[src/rtl/nv_rampdp_pwr_gen2_if.sv]
// Access and power-control bundle for the nv_rampdp_pwr_gen2 pseudo-dual-port RAM.
// The master drives write/read requests and power requests; the slave (the RAM)
// returns read data, status and the error pulse.
interface nv_rampdp_pwr_gen2_if #(
    parameter int AW    = 7,
    parameter int WIDTH = 16
);
    logic             we;
    logic [AW-1:0]    wa;
    logic [WIDTH-1:0] wd;
    logic             re;
    logic [AW-1:0]    ra;
    logic [WIDTH-1:0] rd;
    logic             rd_vld;
    logic             sleep_req;
    logic             ret_req;
    logic             ready;
    logic [1:0]       pwr_state;
    logic             acc_err;

    modport master (
        output we, wa, wd, re, ra, sleep_req, ret_req,
        input  rd, rd_vld, ready, pwr_state, acc_err
    );

    modport slave (
        input  we, wa, wd, re, ra, sleep_req, ret_req,
        output rd, rd_vld, ready, pwr_state, acc_err
    );
endinterface

[src/rtl/nv_rampdp_pwr_gen2.sv]
// Pseudo-dual-port RAM (one write, one read port) with per-entry valid bits,
// 1- or 2-cycle read latency, access-error reporting and a power-state FSM
// (ACTIVE / SLEEP / RETAIN / WAKE) that gates accesses and clamps read data.
//
// Power FSM states:
//   state     | meaning
//   ----------+------------------------------------------------------------
//   ACTIVE    | normal operation, accesses accepted while no request pending
//   SLEEP     | array contents discarded (valid bitmap cleared on entry)
//   RETAIN    | array contents kept, no accesses
//   WAKE      | timed recovery, WAKE_CYC cycles before returning to ACTIVE
module nv_rampdp_pwr_gen2 #(
    parameter int DEPTH    = 80,
    parameter int AW       = 7,
    parameter int WIDTH    = 16,
    parameter int RD_LAT   = 1,
    parameter int BYPASS   = 0,
    parameter int WAKE_CYC = 4
) (
    input  logic                  nvdla_core_clk,
    input  logic                  nvdla_core_rstn,
    nv_rampdp_pwr_gen2_if.slave   bus
);

    typedef enum logic [1:0] {
        ST_ACTIVE = 2'd0,
        ST_SLEEP  = 2'd1,
        ST_RETAIN = 2'd2,
        ST_WAKE   = 2'd3
    } pwr_state_e;

    localparam int              CW        = $clog2(WAKE_CYC + 1);
    localparam logic [CW-1:0]   WAKE_LOAD = CW'(WAKE_CYC);
    localparam logic [AW:0]     DEPTH_L   = (AW + 1)'(DEPTH);

    pwr_state_e        state_q;
    pwr_state_e        state_nxt;
    logic [CW-1:0]     wcnt_q;
    logic [CW-1:0]     wcnt_nxt;
    logic              ready_q;
    logic              clr_vbits;

    logic [DEPTH-1:0]  vbits_q;
    logic [WIDTH-1:0]  mem [DEPTH];

    logic              req_any;
    logic              rdy;
    logic              wa_ok;
    logic              ra_ok;
    logic              wr_acc;
    logic              rd_acc;
    logic              wr_err;
    logic              rd_err;
    logic [WIDTH-1:0]  rdata;

    logic              fin_vld;
    logic [WIDTH-1:0]  fin_dat;
    logic              rd_busy;

    logic              rd_vld_q;
    logic [WIDTH-1:0]  rd_q;
    logic              acc_err_q;

    // ready_q is the registered "in ACTIVE" flag; a pending power request masks
    // it immediately so no access slips in while the FSM waits to leave ACTIVE.
    assign req_any = bus.sleep_req | bus.ret_req;
    assign rdy     = ready_q & ~req_any;

    assign wa_ok   = ({1'b0, bus.wa} < DEPTH_L);
    assign ra_ok   = ({1'b0, bus.ra} < DEPTH_L);

    assign wr_acc  = bus.we & rdy & wa_ok;
    assign rd_acc  = bus.re & rdy & ra_ok;
    assign wr_err  = bus.we & ~(rdy & wa_ok);
    assign rd_err  = bus.re & ~(rdy & ra_ok);

    // Read data at acceptance: invalid entries read as zero, optional write bypass.
    always_comb begin
        rdata = '0;
        if (ra_ok && vbits_q[bus.ra]) begin
            rdata = mem[bus.ra];
        end
        if ((BYPASS != 0) && wr_acc && (bus.wa == bus.ra)) begin
            rdata = bus.wd;
        end
    end

    // rd_busy flags a read that still has to reach the output register; the FSM
    // may not leave ACTIVE while it is set.
    if (RD_LAT == 2) begin : g_lat2
        logic             p_vld_q;
        logic [WIDTH-1:0] p_dat_q;

        // Extra pipeline stage for the two-cycle read latency.
        always_ff @(posedge nvdla_core_clk or negedge nvdla_core_rstn) begin
            if (!nvdla_core_rstn) begin
                p_vld_q <= 1'b0;
                p_dat_q <= '0;
            end else begin
                p_vld_q <= rd_acc;
                if (rd_acc) begin
                    p_dat_q <= rdata;
                end
            end
        end

        assign fin_vld = p_vld_q;
        assign fin_dat = p_dat_q;
        assign rd_busy = p_vld_q;
    end else begin : g_lat1
        assign fin_vld = rd_acc;
        assign fin_dat = rdata;
        assign rd_busy = 1'b0;
    end

    // Output stage: rd holds between reads and is wiped outside ACTIVE so the
    // pre-sleep value never reappears after wake-up.
    always_ff @(posedge nvdla_core_clk or negedge nvdla_core_rstn) begin
        if (!nvdla_core_rstn) begin
            rd_vld_q <= 1'b0;
            rd_q     <= '0;
        end else begin
            rd_vld_q <= fin_vld;
            if (state_q != ST_ACTIVE) begin
                rd_q <= '0;
            end else if (fin_vld) begin
                rd_q <= fin_dat;
            end
        end
    end

    // Array write port; storage is intentionally not reset.
    always_ff @(posedge nvdla_core_clk) begin
        if (wr_acc) begin
            mem[bus.wa] <= bus.wd;
        end
    end

    // Per-entry valid bitmap, wiped whenever SLEEP is entered.
    always_ff @(posedge nvdla_core_clk or negedge nvdla_core_rstn) begin
        if (!nvdla_core_rstn) begin
            vbits_q <= '0;
        end else if (clr_vbits) begin
            vbits_q <= '0;
        end else if (wr_acc) begin
            vbits_q[bus.wa] <= 1'b1;
        end
    end

    // Single error pulse per cycle, covering dropped reads and writes together.
    always_ff @(posedge nvdla_core_clk or negedge nvdla_core_rstn) begin
        if (!nvdla_core_rstn) begin
            acc_err_q <= 1'b0;
        end else begin
            acc_err_q <= wr_err | rd_err;
        end
    end

    // Power FSM state, wake counter and registered ready.
    always_ff @(posedge nvdla_core_clk or negedge nvdla_core_rstn) begin
        if (!nvdla_core_rstn) begin
            state_q <= ST_WAKE;
            wcnt_q  <= WAKE_LOAD;
            ready_q <= 1'b0;
        end else begin
            state_q <= state_nxt;
            wcnt_q  <= wcnt_nxt;
            ready_q <= (state_nxt == ST_ACTIVE);
        end
    end

    // Power FSM next state; ret_req wins over sleep_req everywhere.
    always_comb begin
        state_nxt = state_q;
        wcnt_nxt  = wcnt_q;
        unique case (state_q)
            ST_ACTIVE: begin
                if (!rd_busy) begin
                    if (bus.ret_req) begin
                        state_nxt = ST_RETAIN;
                    end else if (bus.sleep_req) begin
                        state_nxt = ST_SLEEP;
                    end
                end
            end
            ST_SLEEP: begin
                if (bus.ret_req) begin
                    state_nxt = ST_RETAIN;
                end else if (!bus.sleep_req) begin
                    state_nxt = ST_WAKE;
                    wcnt_nxt  = WAKE_LOAD;
                end
            end
            ST_RETAIN: begin
                if (!bus.ret_req) begin
                    if (bus.sleep_req) begin
                        state_nxt = ST_SLEEP;
                    end else begin
                        state_nxt = ST_WAKE;
                        wcnt_nxt  = WAKE_LOAD;
                    end
                end
            end
            ST_WAKE: begin
                if (bus.ret_req) begin
                    state_nxt = ST_RETAIN;
                end else if (bus.sleep_req) begin
                    state_nxt = ST_SLEEP;
                end else if (wcnt_q <= CW'(1)) begin
                    state_nxt = ST_ACTIVE;
                    wcnt_nxt  = '0;
                end else begin
                    wcnt_nxt  = wcnt_q - CW'(1);
                end
            end
            default: begin
                state_nxt = ST_WAKE;
                wcnt_nxt  = WAKE_LOAD;
            end
        endcase
        clr_vbits = (state_nxt == ST_SLEEP) && (state_q != ST_SLEEP);
    end

    assign bus.rd        = (state_q == ST_ACTIVE) ? rd_q : '0;
    assign bus.rd_vld    = rd_vld_q;
    assign bus.ready     = rdy;
    assign bus.pwr_state = state_q;
    assign bus.acc_err   = acc_err_q;

endmodule

[src/flat_wrapper.sv]
// flat-port wrapper written by rule: the top's interface ports become plain ports
module nv_rampdp_pwr_gen2_flat 
#(
    parameter int DEPTH    = 80,
    parameter int AW       = 7,
    parameter int WIDTH    = 16,
    parameter int RD_LAT   = 1,
    parameter int BYPASS   = 0,
    parameter int WAKE_CYC = 4
)
  (nvdla_core_clk, nvdla_core_rstn, bus_we, bus_wa, bus_wd, bus_re, bus_ra, bus_sleep_req, bus_ret_req, bus_rd, bus_rd_vld, bus_ready, bus_pwr_state, bus_acc_err);
  nv_rampdp_pwr_gen2_if #(.AW(AW), .WIDTH(WIDTH)) bus_i ();
  input  logic nvdla_core_clk;
  input  logic nvdla_core_rstn;
  input wire logic [$bits(bus_i.we)-1:0] bus_we;
  input wire logic [$bits(bus_i.wa)-1:0] bus_wa;
  input wire logic [$bits(bus_i.wd)-1:0] bus_wd;
  input wire logic [$bits(bus_i.re)-1:0] bus_re;
  input wire logic [$bits(bus_i.ra)-1:0] bus_ra;
  input wire logic [$bits(bus_i.sleep_req)-1:0] bus_sleep_req;
  input wire logic [$bits(bus_i.ret_req)-1:0] bus_ret_req;
  output wire logic [$bits(bus_i.rd)-1:0] bus_rd;
  output wire logic [$bits(bus_i.rd_vld)-1:0] bus_rd_vld;
  output wire logic [$bits(bus_i.ready)-1:0] bus_ready;
  output wire logic [$bits(bus_i.pwr_state)-1:0] bus_pwr_state;
  output wire logic [$bits(bus_i.acc_err)-1:0] bus_acc_err;
  assign bus_i.we = bus_we;
  assign bus_i.wa = bus_wa;
  assign bus_i.wd = bus_wd;
  assign bus_i.re = bus_re;
  assign bus_i.ra = bus_ra;
  assign bus_i.sleep_req = bus_sleep_req;
  assign bus_i.ret_req = bus_ret_req;
  assign bus_rd = bus_i.rd;
  assign bus_rd_vld = bus_i.rd_vld;
  assign bus_ready = bus_i.ready;
  assign bus_pwr_state = bus_i.pwr_state;
  assign bus_acc_err = bus_i.acc_err;
  nv_rampdp_pwr_gen2 #(.DEPTH(DEPTH), .AW(AW), .WIDTH(WIDTH), .RD_LAT(RD_LAT), .BYPASS(BYPASS), .WAKE_CYC(WAKE_CYC)) u_core (.nvdla_core_clk(nvdla_core_clk), .nvdla_core_rstn(nvdla_core_rstn), .bus(bus_i));
endmodule
[config.mk]
export PLATFORM = sky130hd
export DESIGN_NAME = nv_rampdp_pwr_gen2_flat
export DESIGN_NICKNAME = d
export VERILOG_FILES = /design/src/rtl/nv_rampdp_pwr_gen2_if.sv /design/src/rtl/nv_rampdp_pwr_gen2.sv /design/src/flat_wrapper.sv
export SDC_FILE = /design/constraint.sdc
export NUM_CORES = 1
export LEC_CHECK = 0
export BUFFER_PORTS_ARGS = -buffer_cell sky130_fd_sc_hd__buf_2
export CORE_MARGIN = 5
export CORE_UTILIZATION = 40
export DETAILED_ROUTE_END_ITERATION = 12
export GPL_ROUTABILITY_DRIVEN = 0
export MAX_ROUTING_LAYER = met4
export PLACE_DENSITY_LB_ADDON = 0.2
export SETUP_SLACK_MARGIN = 0.5
export SLEW_MARGIN = 20
export SYNTH_ARGS = -nofsm -noshare
export SYNTH_HDL_FRONTEND = slang
export SYNTH_SLANG_ARGS = --single-unit
[constraint.sdc]
create_clock -name nvdla_core_clk -period 4.2 [get_ports nvdla_core_clk]
set_input_delay 0.42 -clock nvdla_core_clk [delete_from_list [all_inputs] [get_ports nvdla_core_clk]]
set_output_delay 0.42 -clock nvdla_core_clk [all_outputs]
set_load 0.02 [all_outputs]
# Word-level counts from Yosys, hierarchy flattened
# Memories as Yosys holds them, arrays and structs flattened.
# Cells that the tools add are included.
dict set report classes {
  add_sub_neg 1
  order_cmp 6
  eq_ne 9
  n_mux 28
  bitwise_logic 15
  reduce_logical 11
}
# op count
set ops {}
lappend ops {{two-way mux 80 bit} 2}
lappend ops {{OR 80 bit} 1}
lappend ops {{two-way mux 16 bit} 4}
lappend ops {{two-way mux 2 bit} 9}
lappend ops {{less-than comparator 7 x 8 -> 1 bit (second input constant)} 2}
lappend ops {{two-way mux 3 bit} 5}
lappend ops {{less-than comparator 7 bit (second input constant)} 2}
lappend ops {{AND 1 bit} 9}
lappend ops {{inequality test 2 bit (second input constant)} 4}
lappend ops {{one-hot mux 2 bit (4 select lines)} 1}
lappend ops {{nonzero test 2 bit} 4}
lappend ops {{binary-select mux 1 bit (select 7 bit)} 1}
lappend ops {{demux 1 bit (select 7 bit)} 1}
lappend ops {{>= comparator 7 x 1 -> 1 bit (second input constant)} 1}
lappend ops {{one-hot mux 3 bit (2 select lines)} 1}
lappend ops {{AND reduction 5 bit} 1}
lappend ops {{== test 2 x 1 -> 1 bit (second input constant)} 2}
lappend ops {{== test 2 bit (second input constant)} 2}
lappend ops {{zero test 2 bit} 2}
lappend ops {{two-way mux 1 bit} 4}
lappend ops {{<= comparator 3 x 1 -> 1 bit (second input constant)} 1}
lappend ops {{logical AND 1 bit} 3}
lappend ops {{NOT 1 bit} 3}
lappend ops {{subtractor 3 x 1 -> 3 bit (second input constant)} 1}
lappend ops {{other kinds (3)} 4}
dict set report word_totals {
  register_bits 104
  ram_bits 1280
  inputBits 36
  output_inout_bits 21
  wordCells 78
  n_memories 1
}
# name depth word_bits read_ports rd_clocked_by_memory_dff wr line_no
set mem_list {}
lappend mem_list {u_core.mem 80 16 1 0 1 nv_rampdp_pwr_gen2.sv:44} ;# logic [WIDTH-1:0] mem [DEPTH];

# Longest topological paths before layout
dict set report logic_depth {
  ltp_word 8
  mapped_depth 11
  ltp_nobuf 8
}

# Worst setup path after synthesis
# No wires, ideal clock.
dict set report synth_path {
  path_kind {input to register}
  start {input bus_ret_req}
  end {memory u_core.mem[56][0], enable pin}
  setup_time_ps 390
  arrival_time_ps 2680
  t_required_ps 3810
  path_slack_ps 1130
  path_stages 5
  path_buffers 0
  cell_sequence {nor3b_1 nand2_1 nor3b_1 nand3_1 nor2_1}
}
dict set report synth_via {
  elab_chain_len 7
}
# item line_no
set synth_rtl {}
lappend synth_rtl {{from (decl)} flat_wrapper.sv:21} ;# input wire logic [$bits(bus_i.ret_req)-1:0] bus_ret_req;
lappend synth_rtl {{OR 1 bit} nv_rampdp_pwr_gen2.sv:66} ;# assign req_any = bus.sleep_req | bus.ret_req;
lappend synth_rtl {{NOT 1 bit} nv_rampdp_pwr_gen2.sv:67} ;# assign rdy = ready_q & ~req_any;
lappend synth_rtl {{AND 1 bit} nv_rampdp_pwr_gen2.sv:67}
lappend synth_rtl {{AND 1 bit (2 in a row)} nv_rampdp_pwr_gen2.sv:72} ;# assign wr_acc = bus.we & rdy & wa_ok;
lappend synth_rtl {{two-way mux 1 bit} nv_rampdp_pwr_gen2.sv:134} ;# if (wr_acc) begin
lappend synth_rtl {{two-way mux 1 bit (not written as such)} nv_rampdp_pwr_gen2.sv:135} ;# mem[bus.wa] <= bus.wd;
lappend synth_rtl {{to (decl)} nv_rampdp_pwr_gen2.sv:44}
# No other way between the ends.

# Worst setup path after layout
dict set report layout_path {
  start {input bus_ra[0]}
  end {register u_core.rd_q[11]}
}
dict set report layout_via {
  elab_chain_len 6
  elab_cells_between_ends 10
  classes_between {order compare (1); mux (5); bitwise (1); reduce/logical (2); memory (1)}
}
# item line_no
set layout_rtl {}
lappend layout_rtl {{from (decl)} flat_wrapper.sv:19} ;# input wire logic [$bits(bus_i.ra)-1:0] bus_ra;
lappend layout_rtl {{binary-select mux 1 bit (select 7 bit)} nv_rampdp_pwr_gen2.sv:80} ;# if (ra_ok && vbits_q[bus.ra]) begin
lappend layout_rtl {{two-way mux 1 bit (not written as such)} nv_rampdp_pwr_gen2.sv:80}
lappend layout_rtl {{logical AND 1 bit} nv_rampdp_pwr_gen2.sv:80}
lappend layout_rtl {{two-way mux 16 bit} nv_rampdp_pwr_gen2.sv:80}
lappend layout_rtl {{two-way mux 16 bit} nv_rampdp_pwr_gen2.sv:126} ;# end else if (fin_vld) begin
lappend layout_rtl {{two-way mux 16 bit} nv_rampdp_pwr_gen2.sv:124} ;# if (state_q != ST_ACTIVE) begin
lappend layout_rtl {{to (signal assigned)} nv_rampdp_pwr_gen2.sv:127} ;# rd_q <= fin_dat;
lappend layout_rtl {{to (decl)} nv_rampdp_pwr_gen2.sv:61} ;# logic [WIDTH-1:0] rd_q;
# Several ways; a longest one is shown, not always the timed one. The select of a mux whose other input is x is not followed.
# A chain may end at the register's enable or synchronous reset.

==> impl_metrics.ini <==
[synth]
ys_ff_latch = 1384
synth_compound_area_share_pct = 4.63
synth-main-ff-cell = edfxtp_1
synth_edf_count = 1280
yosysMostFrequentCell = edfxtp_1
synth_area_leaders = edfxtp_1 (71%), mux4_2 (11%), dfrtp_1 (4.7%)
synth_simple_gate_area_share_pct = 2.58
async_flop_share_pct = 7.51
synth_common_cells = edfxtp_1 (1280), mux4_2 (257), mux2i_1 (206)
yosysSeqAreaShare_pct = 76.1
synthXorXnorAreaFrac_pct = 0
synth_top_family_by_area = multiplexers
synthAdderAreaFrac_pct = 0.139
yosysTopAreaCell = edfxtp_1
netlist-cell-type-count = 56
synth_fp_nets = 2722
synthesis.area_um2 = 54000
syn_inst = 2680
synthMuxAreaShare_pct = 14.9
synth_top_area_share_pct = 71.2
avgSynthCellArea_um2 = 20.1
synth_warnings = 0

[pwr]
ir_drop_uv = 390
leakage_nw = 20.7
power.density_nw_per_um2 = 478

[die]
die_y_um = 377
die_width_um = 377
start_util_pct = 40.3
die_area_um2 = 142000
coreArea_um2 = 134000
num_rows = 134
io_pins = 57

[place]
dpl.hpwl_mm = 92.1
port_buffers = 56

[critical_path]
worstSetupStartpointType = input port
worstPathArrival_ns = 3.78
rr_worst_depth = 9
cp-end-kind = flip-flop
crit_fanout = 38
worstPathRequired_ns = 4.83
critical_path_class = input port to flip-flop

[flow_run]
drv_cap = 0

[detailed_routing]
via_per_inst = 5.78
drt_first_pass_iters = 6
remaining_drc_errors = 0
dr_wl_met3_mm = 10.1
via_count = 27900
antenna_left = 0
dr_wl_met2_mm = 71.5
maxUsedRoutingLayer = met4
wirelength_mm = 149
drtIter0Drc = 2754
wl_per_cell_um = 30.8
wl_met1_mm = 63.4

[clock_network]
clockBufferDepth = 3
htree_levels = 4
cts_resized = 0
clock_latency_ns = 0.78
cts_inserted_buffers = 145
cts.sinks = 1384
clock-root-buffer = clkbuf_16
cts_tree = built
cts_setup_buffers = 0
clk_pin_slew_worst_paths_ns = 0.06

[sta]
finalCritPeriodShare_pct = 75.1
skew_ns = 0.0398
setup_viol = 0
fmax_mhz = 317
hold_violations = 0
period_needed_ns = 3.15
final_max_slew_viol_count = 0
rsz0062_at_grt = no
fin_hold_ws_ns = 0.0601
setup_tns_ns = 0
worst-slew-pin-transition_ns = 1.11
maxSlewHeadroom_pct = 25.8

[worst_hold_path]
hold_depth = 3
hold_path_class = input port to flip-flop

[layout]
drive_gt1_share_pct = 25.0
syn_to_final_growth_pct = 15.1
layout.nets = 2981

[global_route]
grtUsageTotal_pct = 21.5
antenna_found_initial = 7
grt_max_degree = 81
globalRouteOverflowTotal = 0
first_global_vias = 28000
grt_pass1_wl_mm = 211

[run_status]
run_status = complete, no violations
-- registers in the layout, summed over array words and instances, names as in the netlist --
register / count
u_core.rd_q: 16
u_core.mem: 1280
u_core.bus.pwr_state: 2
u_core.bus.acc_err: 1
u_core.wcnt_q: 3
u_core.ready_q: 1
u_core.bus.rd_vld: 1
u_core.vbits_q: 80
-- per-stage QoR --
stage | std cells | cell area, um2 | setup slack, ns | power [mW] | util [%]
2_1_floorplan | 2680 | 54000 | 1.13 | 16.5 | -
3_3_place_gp | 4554 | 57300 | 0.159 | 17.3 | 42.8
3_5_place_dp | 4554 | 57300 | 0.232 | 17.4 | 42.8
4_1_cts | 4819 | 62100 | 1.05 | 30.0 | 46.4
5_1_grt | 4824 | 62100 | 0.937 | 30.7 | 46.4
6_report | 4827 | 62100 | 1.05 | 29.7 | 46.4
-- layout by cell type (no fill, tap or decap), types with 16 or more instances in the layout --
| cell | synthesis | routed |
|---|---|---|
| nand2_1 | 112 | 112 |
| a22oi_1 | 18 | 18 |
| a221oi_1 | 60 | 60 |
| clkinv_1 | 0 | 23 |
| edfxtp_1 | 1280 | 1280 |
| nor2_1 | 100 | 79 |
| and2_1 | 18 | 18 |
| buf_2 | 44 | 48 |
| a21oi_1 | 37 | 37 |
| clkbuf_16 | 0 | 150 |
| mux2i_1 | 206 | 206 |
| dfrtp_1 | 101 | 101 |
| o22ai_1 | 17 | 17 |
| nand3_1 | 21 | 21 |
| a211oi_1 | 16 | 16 |
| clkinv_2 | 0 | 21 |
| buf_4 | 16 | 195 |
| nand4_1 | 23 | 23 |
| o31ai_1 | 16 | 16 |
| o21ai_0 | 38 | 38 |
| o21a_1 | 80 | 80 |
| clkbuf_1 | 62 | 32 |
| mux4_2 | 257 | 257 |
| nor2_2 | 0 | 21 |
-- routing by layer --
metal	up-vias	global-route usage, %
li1	11600	-
met1	15100	29.6
met2	1058	33.5
met3	172	3.84
met4	0	5.79
met5	-	-
-- power by group --
| part | leakage [nW] | internal [mW] | total (mW) | switching (mW) |
|---|---|---|---|---|
| clock | 2.27 | 7.33 | 12.6 | 5.28 |
| sequential | 12.9 | 15.1 | 15.2 | 0.0382 |
| combinational | 5.45 | 0.621 | 1.95 | 1.33 |
| total | 20.7 | 23.1 | 29.7 | 6.65 |
-- timing repair --
item,in CTS,in global routing
setup endpoints to repair,0,0
hold buffers,5,0
hold endpoints to repair,95,0
-- logic make-up after synthesis --
kind of cell	after synthesis
multiplexers	475
AO/OA/AOI/OAI	341
buffers and inverters	164
AND/OR/NAND/NOR	310
flip-flops	1384
adder cells (fa/ha/maj)	6
-- area by class of cell --
class / instances / area [um2]
repair buffers: 263 / 2040
flip-flops and latches: 1384 / 41000
clock inverters: 77 / 791
well taps: 1768 / 2210
fillers: 11200 / 71700
inverters: 13 / 48.8
multi-input cells: 1132 / 12100
diodes: 7 / 17.5
clock buffers: 183 / 3890
-- final timing paths --
| check | slack (ns) | end | start |
|---|---|---|---|
| hold / removal | 0.06 | u_core.bus.pwr_state[0]$_DFF_PN1_ | bus_ret_req |
| min in group asynchronous | 0.24 | u_core.bus.pwr_state[1]$_DFF_PN1_ | nvdla_core_rstn |
| hold reg to reg | 0.49 | u_core.vbits_q[65]$_DFFE_PN0P_ | u_core.vbits_q[65]$_DFFE_PN0P_ |
| setup reg to reg | 1.06 | u_core.vbits_q[54]$_DFFE_PN0P_ | u_core.bus.pwr_state[0]$_DFF_PN1_ |
| max in group asynchronous | 3.02 | u_core.ready_q$_DFF_PN0_ | nvdla_core_rstn |
| setup / recovery | 1.05 | u_core.rd_q[11]$_DFFE_PN0P_ | bus_ra[0] |
-- worst max-delay path, cell delays in order --
cell and delay (ns):
buf_8 0.36, buf_4 0.53, mux4_2 0.56, a211oi_1 0.74
a221oi_1 0.38, a21oi_1 0.60, o31ai_1 0.13
No activity file was read; power rests on OpenSTA's default activity.
